[config.mk]
export PLATFORM = sky130hd
export DESIGN_NAME = mul_div_unit
export DESIGN_NICKNAME = d
export VERILOG_FILES = /design/src/rtl/mul_div_unit_pkg.sv /design/src/rtl/md_sign_fix.sv /design/src/rtl/mul_div_unit.sv
export SDC_FILE = /design/constraint.sdc
export NUM_CORES = 1
export LEC_CHECK = 0
export ABC_AREA = 1
export BUFFER_PORTS_ARGS = -buffer_cell sky130_fd_sc_hd__clkbuf_2
export CORE_ASPECT_RATIO = 0.75
export CORE_MARGIN = 3
export CORE_UTILIZATION = 30
export CTS_CLUSTER_DIAMETER = 30
export CTS_CLUSTER_SIZE = 14
export DETAILED_ROUTE_END_ITERATION = 8
export MAX_ROUTING_LAYER = met4
export PLACE_DENSITY = 0.48
export SLEW_MARGIN = 20
export SYNTH_ARGS = -nofsm -noshare
export SYNTH_HDL_FRONTEND = slang
export SYNTH_HIERARCHICAL = 1
export SYNTH_SLANG_ARGS = --single-unit
[constraint.sdc]
create_clock -name clk -period 3.2 [get_ports clk]
set_clock_uncertainty 0.2 [all_clocks]
set_input_delay 0.16 -clock clk [delete_from_list [all_inputs] [get_ports clk]]
set_output_delay 0.16 -clock clk [all_outputs]
set_load 0.05 [all_outputs]
[src/rtl/mul_div_unit_pkg.sv]
// Shared encodings for the EX-stage multiply/divide unit: operation codes,
// FSM state encoding and small decode helpers.
package mul_div_unit_pkg;

    localparam int MDOP_WIDTH = 2;

    // Operation select presented alongside Start.
    typedef enum logic [MDOP_WIDTH-1:0] {
        MDOP_MULT  = 2'b00,
        MDOP_MULTU = 2'b01,
        MDOP_DIV   = 2'b10,
        MDOP_DIVU  = 2'b11
    } md_op_e;

    // Control FSM states.
    typedef enum logic [1:0] {
        MD_IDLE = 2'b00,
        MD_ITER = 2'b01,
        MD_FIX  = 2'b10
    } md_state_e;

    // Low bit clear means the signed flavour of the operation.
    function automatic logic md_op_signed(input logic [MDOP_WIDTH-1:0] op);
        return ~op[0];
    endfunction

    // High bit set selects divide, clear selects multiply.
    function automatic logic md_op_div(input logic [MDOP_WIDTH-1:0] op);
        return op[1];
    endfunction

endpackage

[src/rtl/md_sign_fix.sv]
// Conditional two's-complement negate. Used as an absolute-value stage on the
// operands at load time and as the sign correction on the results at FIX.
module md_sign_fix #(
    parameter int W = 32
) (
    input  logic [W-1:0] value,
    input  logic         neg,
    output logic [W-1:0] result
);

    // Negate when asked, otherwise pass straight through.
    assign result = neg ? (~value + W'(1)) : value;

endmodule

[src/rtl/mul_div_unit.sv]
// Iterative multiply/divide unit with its own HI/LO registers.
//
// Handshake: Start is accepted only at a rising edge where Busy=0 (IDLE) and
// Flush=0; the operands A/B/MdOp are captured at that same edge and need not be
// held. Busy stays high until the result is committed; Done then pulses for
// exactly one cycle, in which Busy=0 and Hi/Lo already show the new result, so
// a new Start may be presented in that cycle. Flush aborts with no result and
// no Done. HiWe/LoWe are plain register writes taken only while idle and not
// starting.
//
// One shared 2*DP_WIDTH accumulator carries both algorithms:
//   multiply: {partial product high, multiplier bits not yet consumed}
//   divide:   {partial remainder, dividend bits shifting out / quotient in}
module mul_div_unit
    import mul_div_unit_pkg::*;
#(
    parameter int DP_WIDTH = 32
) (
    input  logic                  clk,
    input  logic                  rst,
    input  logic                  Start,
    input  logic [MDOP_WIDTH-1:0] MdOp,
    input  logic [DP_WIDTH-1:0]   A,
    input  logic [DP_WIDTH-1:0]   B,
    input  logic                  HiWe,
    input  logic                  LoWe,
    input  logic                  Flush,
    output logic                  Busy,
    output logic                  Done,
    output logic [DP_WIDTH-1:0]   Hi,
    output logic [DP_WIDTH-1:0]   Lo,
    output md_state_e             dbg_state
);

    localparam int CW = $clog2(DP_WIDTH);
    localparam int AW = 2 * DP_WIDTH;

    md_state_e state, state_nxt;

    logic [CW-1:0]       count;
    logic                count_last;
    logic                load;

    logic [AW-1:0]       acc_q;
    logic [DP_WIDTH-1:0] opnd_q;      // multiplicand or divisor (magnitude)
    logic [DP_WIDTH-1:0] raw_a_q;     // dividend as presented, for divide-by-zero
    logic                is_div_q;
    logic                div0_q;
    logic                neg_res_q;   // product / quotient sign
    logic                neg_rem_q;   // remainder sign

    logic                op_signed;
    logic                op_div;
    logic [DP_WIDTH-1:0] abs_a;
    logic [DP_WIDTH-1:0] abs_b;

    logic [DP_WIDTH:0]   mul_sum;
    logic [AW-1:0]       mul_next;
    logic [DP_WIDTH:0]   div_shift;
    logic [DP_WIDTH:0]   div_diff;
    logic                div_ge;
    logic [DP_WIDTH-1:0] div_rem;
    logic [AW-1:0]       div_next;

    logic [AW-1:0]       prod_fix;
    logic [DP_WIDTH-1:0] quo_fix;
    logic [DP_WIDTH-1:0] rem_fix;

    logic [DP_WIDTH-1:0] hi_q;
    logic [DP_WIDTH-1:0] lo_q;
    logic                done_q;

    assign op_signed  = md_op_signed(MdOp);
    assign op_div     = md_op_div(MdOp);
    assign load       = (state == MD_IDLE) && Start && !Flush;
    assign count_last = (count == CW'(DP_WIDTH - 1));

    // Operand magnitudes for the signed flavours.
    md_sign_fix #(.W(DP_WIDTH)) u_abs_a (
        .value  (A),
        .neg    (op_signed & A[DP_WIDTH-1]),
        .result (abs_a)
    );

    md_sign_fix #(.W(DP_WIDTH)) u_abs_b (
        .value  (B),
        .neg    (op_signed & B[DP_WIDTH-1]),
        .result (abs_b)
    );

    // Result sign correction: full-width product, or quotient and remainder.
    md_sign_fix #(.W(AW)) u_fix_prod (
        .value  (acc_q),
        .neg    (neg_res_q),
        .result (prod_fix)
    );

    md_sign_fix #(.W(DP_WIDTH)) u_fix_quo (
        .value  (acc_q[DP_WIDTH-1:0]),
        .neg    (neg_res_q),
        .result (quo_fix)
    );

    md_sign_fix #(.W(DP_WIDTH)) u_fix_rem (
        .value  (acc_q[AW-1:DP_WIDTH]),
        .neg    (neg_rem_q),
        .result (rem_fix)
    );

    // One iteration of shift-add multiply and of restoring divide.
    always_comb begin
        mul_sum   = {1'b0, acc_q[AW-1:DP_WIDTH]}
                  + (acc_q[0] ? {1'b0, opnd_q} : '0);
        mul_next  = {mul_sum, acc_q[DP_WIDTH-1:1]};
        div_shift = acc_q[AW-1:DP_WIDTH-1];
        div_diff  = div_shift - {1'b0, opnd_q};
        div_ge    = ~div_diff[DP_WIDTH];
        div_rem   = div_ge ? div_diff[DP_WIDTH-1:0] : div_shift[DP_WIDTH-1:0];
        div_next  = {div_rem, acc_q[DP_WIDTH-2:0], div_ge};
    end

    // FSM state register.
    always_ff @(posedge clk) begin
        if (rst) state <= MD_IDLE;
        else     state <= state_nxt;
    end

    // FSM next-state and Busy decode; Flush always returns to IDLE.
    always_comb begin
        state_nxt = state;
        Busy      = 1'b0;
        case (state)
            MD_IDLE: begin
                if (Start && !Flush) state_nxt = MD_ITER;
            end
            MD_ITER: begin
                Busy = 1'b1;
                if (Flush)           state_nxt = MD_IDLE;
                else if (count_last) state_nxt = MD_FIX;
            end
            MD_FIX: begin
                Busy      = 1'b1;
                state_nxt = MD_IDLE;
            end
            default: state_nxt = MD_IDLE;
        endcase
    end

    // Iteration counter: runs only while iterating, zero everywhere else.
    always_ff @(posedge clk) begin
        if (rst || state != MD_ITER) count <= '0;
        else                         count <= count + CW'(1);
    end

    // Operand capture at Start and the per-cycle shift datapath.
    always_ff @(posedge clk) begin
        if (rst) begin
            acc_q     <= '0;
            opnd_q    <= '0;
            raw_a_q   <= '0;
            is_div_q  <= 1'b0;
            div0_q    <= 1'b0;
            neg_res_q <= 1'b0;
            neg_rem_q <= 1'b0;
        end else if (load) begin
            acc_q     <= {{DP_WIDTH{1'b0}}, (op_div ? abs_a : abs_b)};
            opnd_q    <= op_div ? abs_b : abs_a;
            raw_a_q   <= A;
            is_div_q  <= op_div;
            div0_q    <= op_div && (B == '0);
            neg_res_q <= op_signed & (A[DP_WIDTH-1] ^ B[DP_WIDTH-1]);
            neg_rem_q <= op_signed & A[DP_WIDTH-1];
        end else if (state == MD_ITER) begin
            acc_q     <= is_div_q ? div_next : mul_next;
        end
    end

    // HI/LO registers and the Done pulse: commit at FIX, direct writes when idle.
    always_ff @(posedge clk) begin
        if (rst) begin
            hi_q   <= '0;
            lo_q   <= '0;
            done_q <= 1'b0;
        end else begin
            done_q <= (state == MD_FIX) && !Flush;
            if (state == MD_FIX && !Flush) begin
                if (div0_q) begin
                    hi_q <= raw_a_q;
                    lo_q <= '1;
                end else if (is_div_q) begin
                    hi_q <= rem_fix;
                    lo_q <= quo_fix;
                end else begin
                    hi_q <= prod_fix[AW-1:DP_WIDTH];
                    lo_q <= prod_fix[DP_WIDTH-1:0];
                end
            end else if (state == MD_IDLE && !Start) begin
                if (HiWe) hi_q <= A;
                if (LoWe) lo_q <= A;
            end
        end
    end

    assign Hi        = hi_q;
    assign Lo        = lo_q;
    assign Done      = done_q;
    assign dbg_state = state;

endmodule

# Word-level counts from Yosys, hierarchy flattened
# Cells that the tools add are included.
# totals
reg_bits	204
input_bits	72
output_inout_bits	68
wordCells	85
# op_classes
addsub	8
n_eq_ne	6
mux	27
bitwise_logic	11
reduce_logical	20
# op_table
cell	count
$mux W32	20
$add A32 B1 Y32 const B	4
$mux W64	2
$not A32 Y32	4
$add A64 B1 Y64 const B	1
$not A64 Y64	1
$add A32 B32 Y33	1
$sub A33 B32 Y33	1
$logic_not A32 Y1	1
$reduce_bool A2 Y1	4
$logic_and A1 B1 Y1	6
$mux W2	3
$reduce_and A2 Y1	3
$add A5 B1 Y5 const B	1
$eq A5 B5 Y1 const B	1
$ne A2 B1 Y1 const B	2
$pmux W2 S2	1
$reduce_or A2 Y1	2
$and A1 B1 Y1	3
$ne A3 B3 Y1 const B	1
$eq A2 B1 Y1 const B	1
$eq A2 B2 Y1 const B	1
$logic_not A1 Y1	2
$logic_not A2 Y1	1
other kinds (4)	5

# Longest topological paths before layout
# logic_depth
word_depth	6
mapped_depth	19
mapped_depth_nobuf	18

# Modules after synthesis
# Netlist, hierarchy kept.
# by_module_without_submodules
module	n_inst	cells_per_inst	area_each_um2	seq_area_each_um2
mul_div_unit	1	2722	16124.2	4083.9
md_sign_fix at u_abs_a ...	4	227	1108.6	0.0
md_sign_fix at u_fix_prod	1	498	2466.1	0.0

# Worst setup path before layout
# OpenSTA, ideal clock, no wires.
# synth_timing
kind	register to register
from	register acc_q[0]
to	register acc_q[59]
setup_time_ns	0.122
t_arrival_ns	2.402
required_time_ns	2.878
slack_ns	0.477
stages_incl_launch_ff	18
path_buffers	2
period_less_slack_ns	2.723
path_cell_list	dfxtp_1 -> clkbuf_1 -> clkbuf_1 -> nand2_1 -> inv_1 -> ha_1 -> fa_1 -> nand2_1 -> a21oi_1 -> nand2_1 -> nand2_1 -> nand2_1 -> nand2_1 -> nand2_1 -> a21oi_1 -> nor2_1 -> nor2_1 -> a21oi_2
# synth_between
elab_chain_len	3
# synth_rtl
item	line	text
start: declaration	mul_div_unit.sv:44	logic [AW-1:0] acc_q;
start signal: assignment	mul_div_unit.sv:166	acc_q <= {{DP_WIDTH{1'b0}}, (op_div ? abs_a : abs_b)};
start signal: assignment	mul_div_unit.sv:174	acc_q <= is_div_q ? div_next : mul_next;
$mux W32	mul_div_unit.sv:113	+ (acc_q[0] ? {1'b0, opnd_q} : '0);
$add A32 B32 Y33	mul_div_unit.sv:113	
$mux W64	mul_div_unit.sv:174	
# Every way passes these cells.
# A chain may end at the register's enable or synchronous reset.

# Worst setup path after layout
# layout_timing
from	register state[1] (netlist: dbg_state[1])
to	register div0_q
# layout_between
elab_chain_len	3
# layout_rtl
item	line	text
start: declaration	mul_div_unit.sv:38	md_state_e state, state_nxt;
start signal: assignment	mul_div_unit.sv:125	else state <= state_nxt;
$logic_not A2 Y1	mul_div_unit.sv:75	assign load = (state == MD_IDLE) && Start && !Flush;
$logic_and A1 B1 Y1 (2 in series)	mul_div_unit.sv:75	
end signal: assignment	mul_div_unit.sv:170	div0_q <= op_div && (B == '0);
end: declaration	mul_div_unit.sv:48	logic div0_q;
# Every way passes these cells.

==> impl_results.md <==
- Status: complete, no violations
- Num CTS Buffers: 54
- CP cell instances: inv_1 -> ha_1 -> nand3_1 -> clkinv_1 -> buf_4 -> nor2_4 -> inv_1 -> buf_4 -> o32ai_1 -> dlygate4sd3_1
- Initial Util: 30.48%
- H-tree depth: 2
- Fin crit period: 2.981 ns
- Synth-to-layout area growth: 21.64%
- Hold path depth: 6
- Final Hold Viols: 0
- Mux contribution to synthesized area: 1.304%
- Core region area: 0.07555 mm²
- Postcts setup bufs: 0
- Total Routing Usage GR: 28.07%
- Power per cell area: 1043 mW/mm²
- Commonest non-fill, non-tap cells in the layout: 1397 x nand2_1, 598 x inv_1, 445 x nor2_1
- Number of global-route vias before repair: 24440
- Row count: 87
- Critical Path Slowest Stage Cell: dlygate4sd3_1
- P_int: 13010 µW
- Slew Limit Fails: 0
- Clk sinks: 204
- Largest family of logic cells by synthesized area: simple AND/OR/NAND/NOR gates
- #FFs+latches synth: 204
- Area of the mapped netlist: 0.02302 mm²
- Final ANT Viol Nets: 0
- Crit path largest cell delay: 0.59 ns
- Overall power: 29210 µW
- Worst reg-to-reg setup slack: 0.22 ns
- Ratio of cells with drive above 1 in the final layout: 13.39%
- Syn_area_per_cell: 5.578 µm²
- EDFF count, synth: 0
- Net Sw Power: 16200 µW
- Congestion Overflow GR: 0
- Clock transition at path regs: 0.05 ns
- Crit-path max FO: 17
- Drc violations: 0
- Worst reg2reg startpoint: dbg_state[1]
- Fmax: 335.4 MHz
- GP Congestion: 0.9774
- Setup TNS: 0 ns
- Hpwl dp: 90250 µm
- Simple-gate share of the synthesized area: 44.62%
- Clock Tree Buf Depth: 3
- Nets@finish: 4508
- Max-cap violation count: 0
- # IOs: 140
- Reg power frac: 13.6%
- Largest net degree at the start of global routing: 143
- Routed WL: 112400 µm
- CTS tree: built
- Peak supply drop: 0.0006225 V
- Hold_sp: B[10]
- Asr flop ratio synth: 0%
- Fin crit share: 93.16%
- Syn_nets: 4277
- DIE WIDTH: 325.9 µm
- Wire per inst: 20.70 µm
- Crit path arrival time: 3.25 ns
- WHS Endpoint: acc_q[10]
- Setup crit start: dbg_state[1]
- Slew HR: 36.23%
- R2R Path End: div0_q
- Required time of the worst setup path: 3.47 ns
- Clock power frac: 20.5%
- Root Buffer: clkbuf_16
- Most used DFF post-synth: dfxtp_1
- LEAKAGE: 0.01470 µW
- Switch share: 55.47%
- Setup-failing EPs final: 0
- DRT iter0 DRCs: 3396
- Class of the worst hold path: input pin to flop
- Synth Area in Adders: 4.250%
- Syn. warnings: 6
- Sequential element share of the synthesized area: 17.74%
- DR pass1 iterations: 7
- Synth Area in XOR/XNOR: 4.027%
- Vias per inst: 5.089
- Post-Syn Instances: 4128
- DIE AREA: 0.08014 mm²
- Netlist cell types: 53
- Vias: 27630
- Antenna violations before repair: 5
- Area fraction in compound gates after synthesis: 14.87%
- Skew-Pair Late Insertion Delay: 0.61 ns
- Logic pwr share: 65.9%
- First-pass GRT wire length: 164300 µm
- CP Launch Type: flop
- PortBufs: 139
- R2R cell count: 10
- Critical Path End Type: flop
- Measured slew at the worst slew-check pin: 0.9507 ns
- Die Ht: 245.9 µm
- Most common cell after layout, fill and taps aside: nand2_1
- Worst Path Class, Setup: flop to flop
- RSZ-0062 raised after global routing: no
-- layout make-up --
type                    count  area, µm²
flip-flops and latches    204       4093
well taps                1023       1280
multi-input cells        3150      15930
fillers                  8544      47540
inverters                 626       2371
clock buffers              72       1509
diodes                      1      2.502
clock inverters            30      483.0
repair buffers            323       2337
-- worst max-delay path by stage --
stage	cells past startpoint	to	slack, ns
finish	10	div0_q	0.22
detailed placement	12	acc_q[58]	0.17
global placement	11	acc_q[56]	0.18
global route	15	acc_q[57]	0.05
floorplan	17	acc_q[59]	0.48
CTS	12	acc_q[58]	0.15
-- synthesized netlist by cell type (13+ instances only) --
cell type,count,area (µm²)
nand2_1,1397,5244
inv_1,598,2245
nor2_1,450,1689
nand3_1,255,1276
dfxtp_1,204,4084
o21ai_0,199,996.0
a21oi_1,195,975.9
clkbuf_1,97,364.1
ha_1,75,938.4
xor2_1,54,473.0
xnor2_1,50,437.9
o22ai_1,48,300.3
nand4_1,42,262.8
nor2_2,41,256.5
nand2_2,35,219.0
nor2_4,33,371.6
mux2i_1,30,300.3
o211ai_1,29,217.7
nand2_4,25,281.5
buf_2,23,115.1
o32ai_1,20,175.2
inv_2,19,71.32
a21oi_2,17,148.9
a31oi_1,17,106.4
nand3b_1,16,120.1
nor3_1,16,80.08
nand3_2,13,130.1
o311ai_0,13,113.9
-- critical path, delay by kind of cell, from the launching register on --
kind	cells	cell delay, ns
buffers and inverters	6	1.56
AND/OR/NAND/NOR	2	0.39
flip-flops	1	0.33
adder cells (fa/ha/maj)	1	0.22
AO/OA/AOI/OAI	1	0.12
-- state kept, by name (all words and copies together), names as in the netlist --
name       cells
raw_a_q       32
is_div_q       1
count          5
div0_q         1
dbg_state      2
opnd_q        32
neg_rem_q      1
Lo            32
Hi            32
acc_q         64
Done           1
neg_res_q      1
-- metrics by stage --
stage	hold slack (ns)	instance area (µm²)	cells	worst slack, ns	utilization [%]
final	0.02480	28010	5429	0.2188	37.07
after global routing	0.07475	28010	5429	0.04740	37.07
after CTS	0.0002662	27990	5428	0.1534	37.06
after detailed placement	0.2409	25410	5267	0.1655	33.64
after global placement	0.2331	25410	5267	0.1777	33.64
after floorplan	0.09913	23020	4128	0.4767	-
-- power groups by stage --
stage	Combinational, µW	Sequential (µW)	Clock, µW
after floorplan	12500	4430	0
after global placement	18600	3970	0
after detailed placement	18600	3950	0
after CTS	18700	3910	6060
after global routing	21200	3990	6190
final	19200	3970	5990
-- routing by layer --
metal / wire, µm / vias to the layer above / global-route usage (%)
met5: 0 / - / -
met4: 1663 / 0 / 4.607
met3: 12160 / 119 / 6.375
met2: 41820 / 1228 / 36.11
met1: 56750 / 12770 / 43.59
li1: - / 13510 / -
-- timing repair --
action                                  in CTS  in global routing
resized for setup                            0                  2
endpoints found under the setup margin       0                 10
hold buffers                                59                  0
endpoints found under the hold margin      110                  0
-- kinds of logic (layout without fill, tap and decap cells) --
kind of cell	count (synthesis)	count (layout)
fa+ha+maj	77	77
buf+inv	774	1051
other cells	0	1
flops	204	204
xor+xnor	105	105
compound gates	583	583
simple gates	2355	2355
mux	30	30
Power figures use the tool's default switching activity.
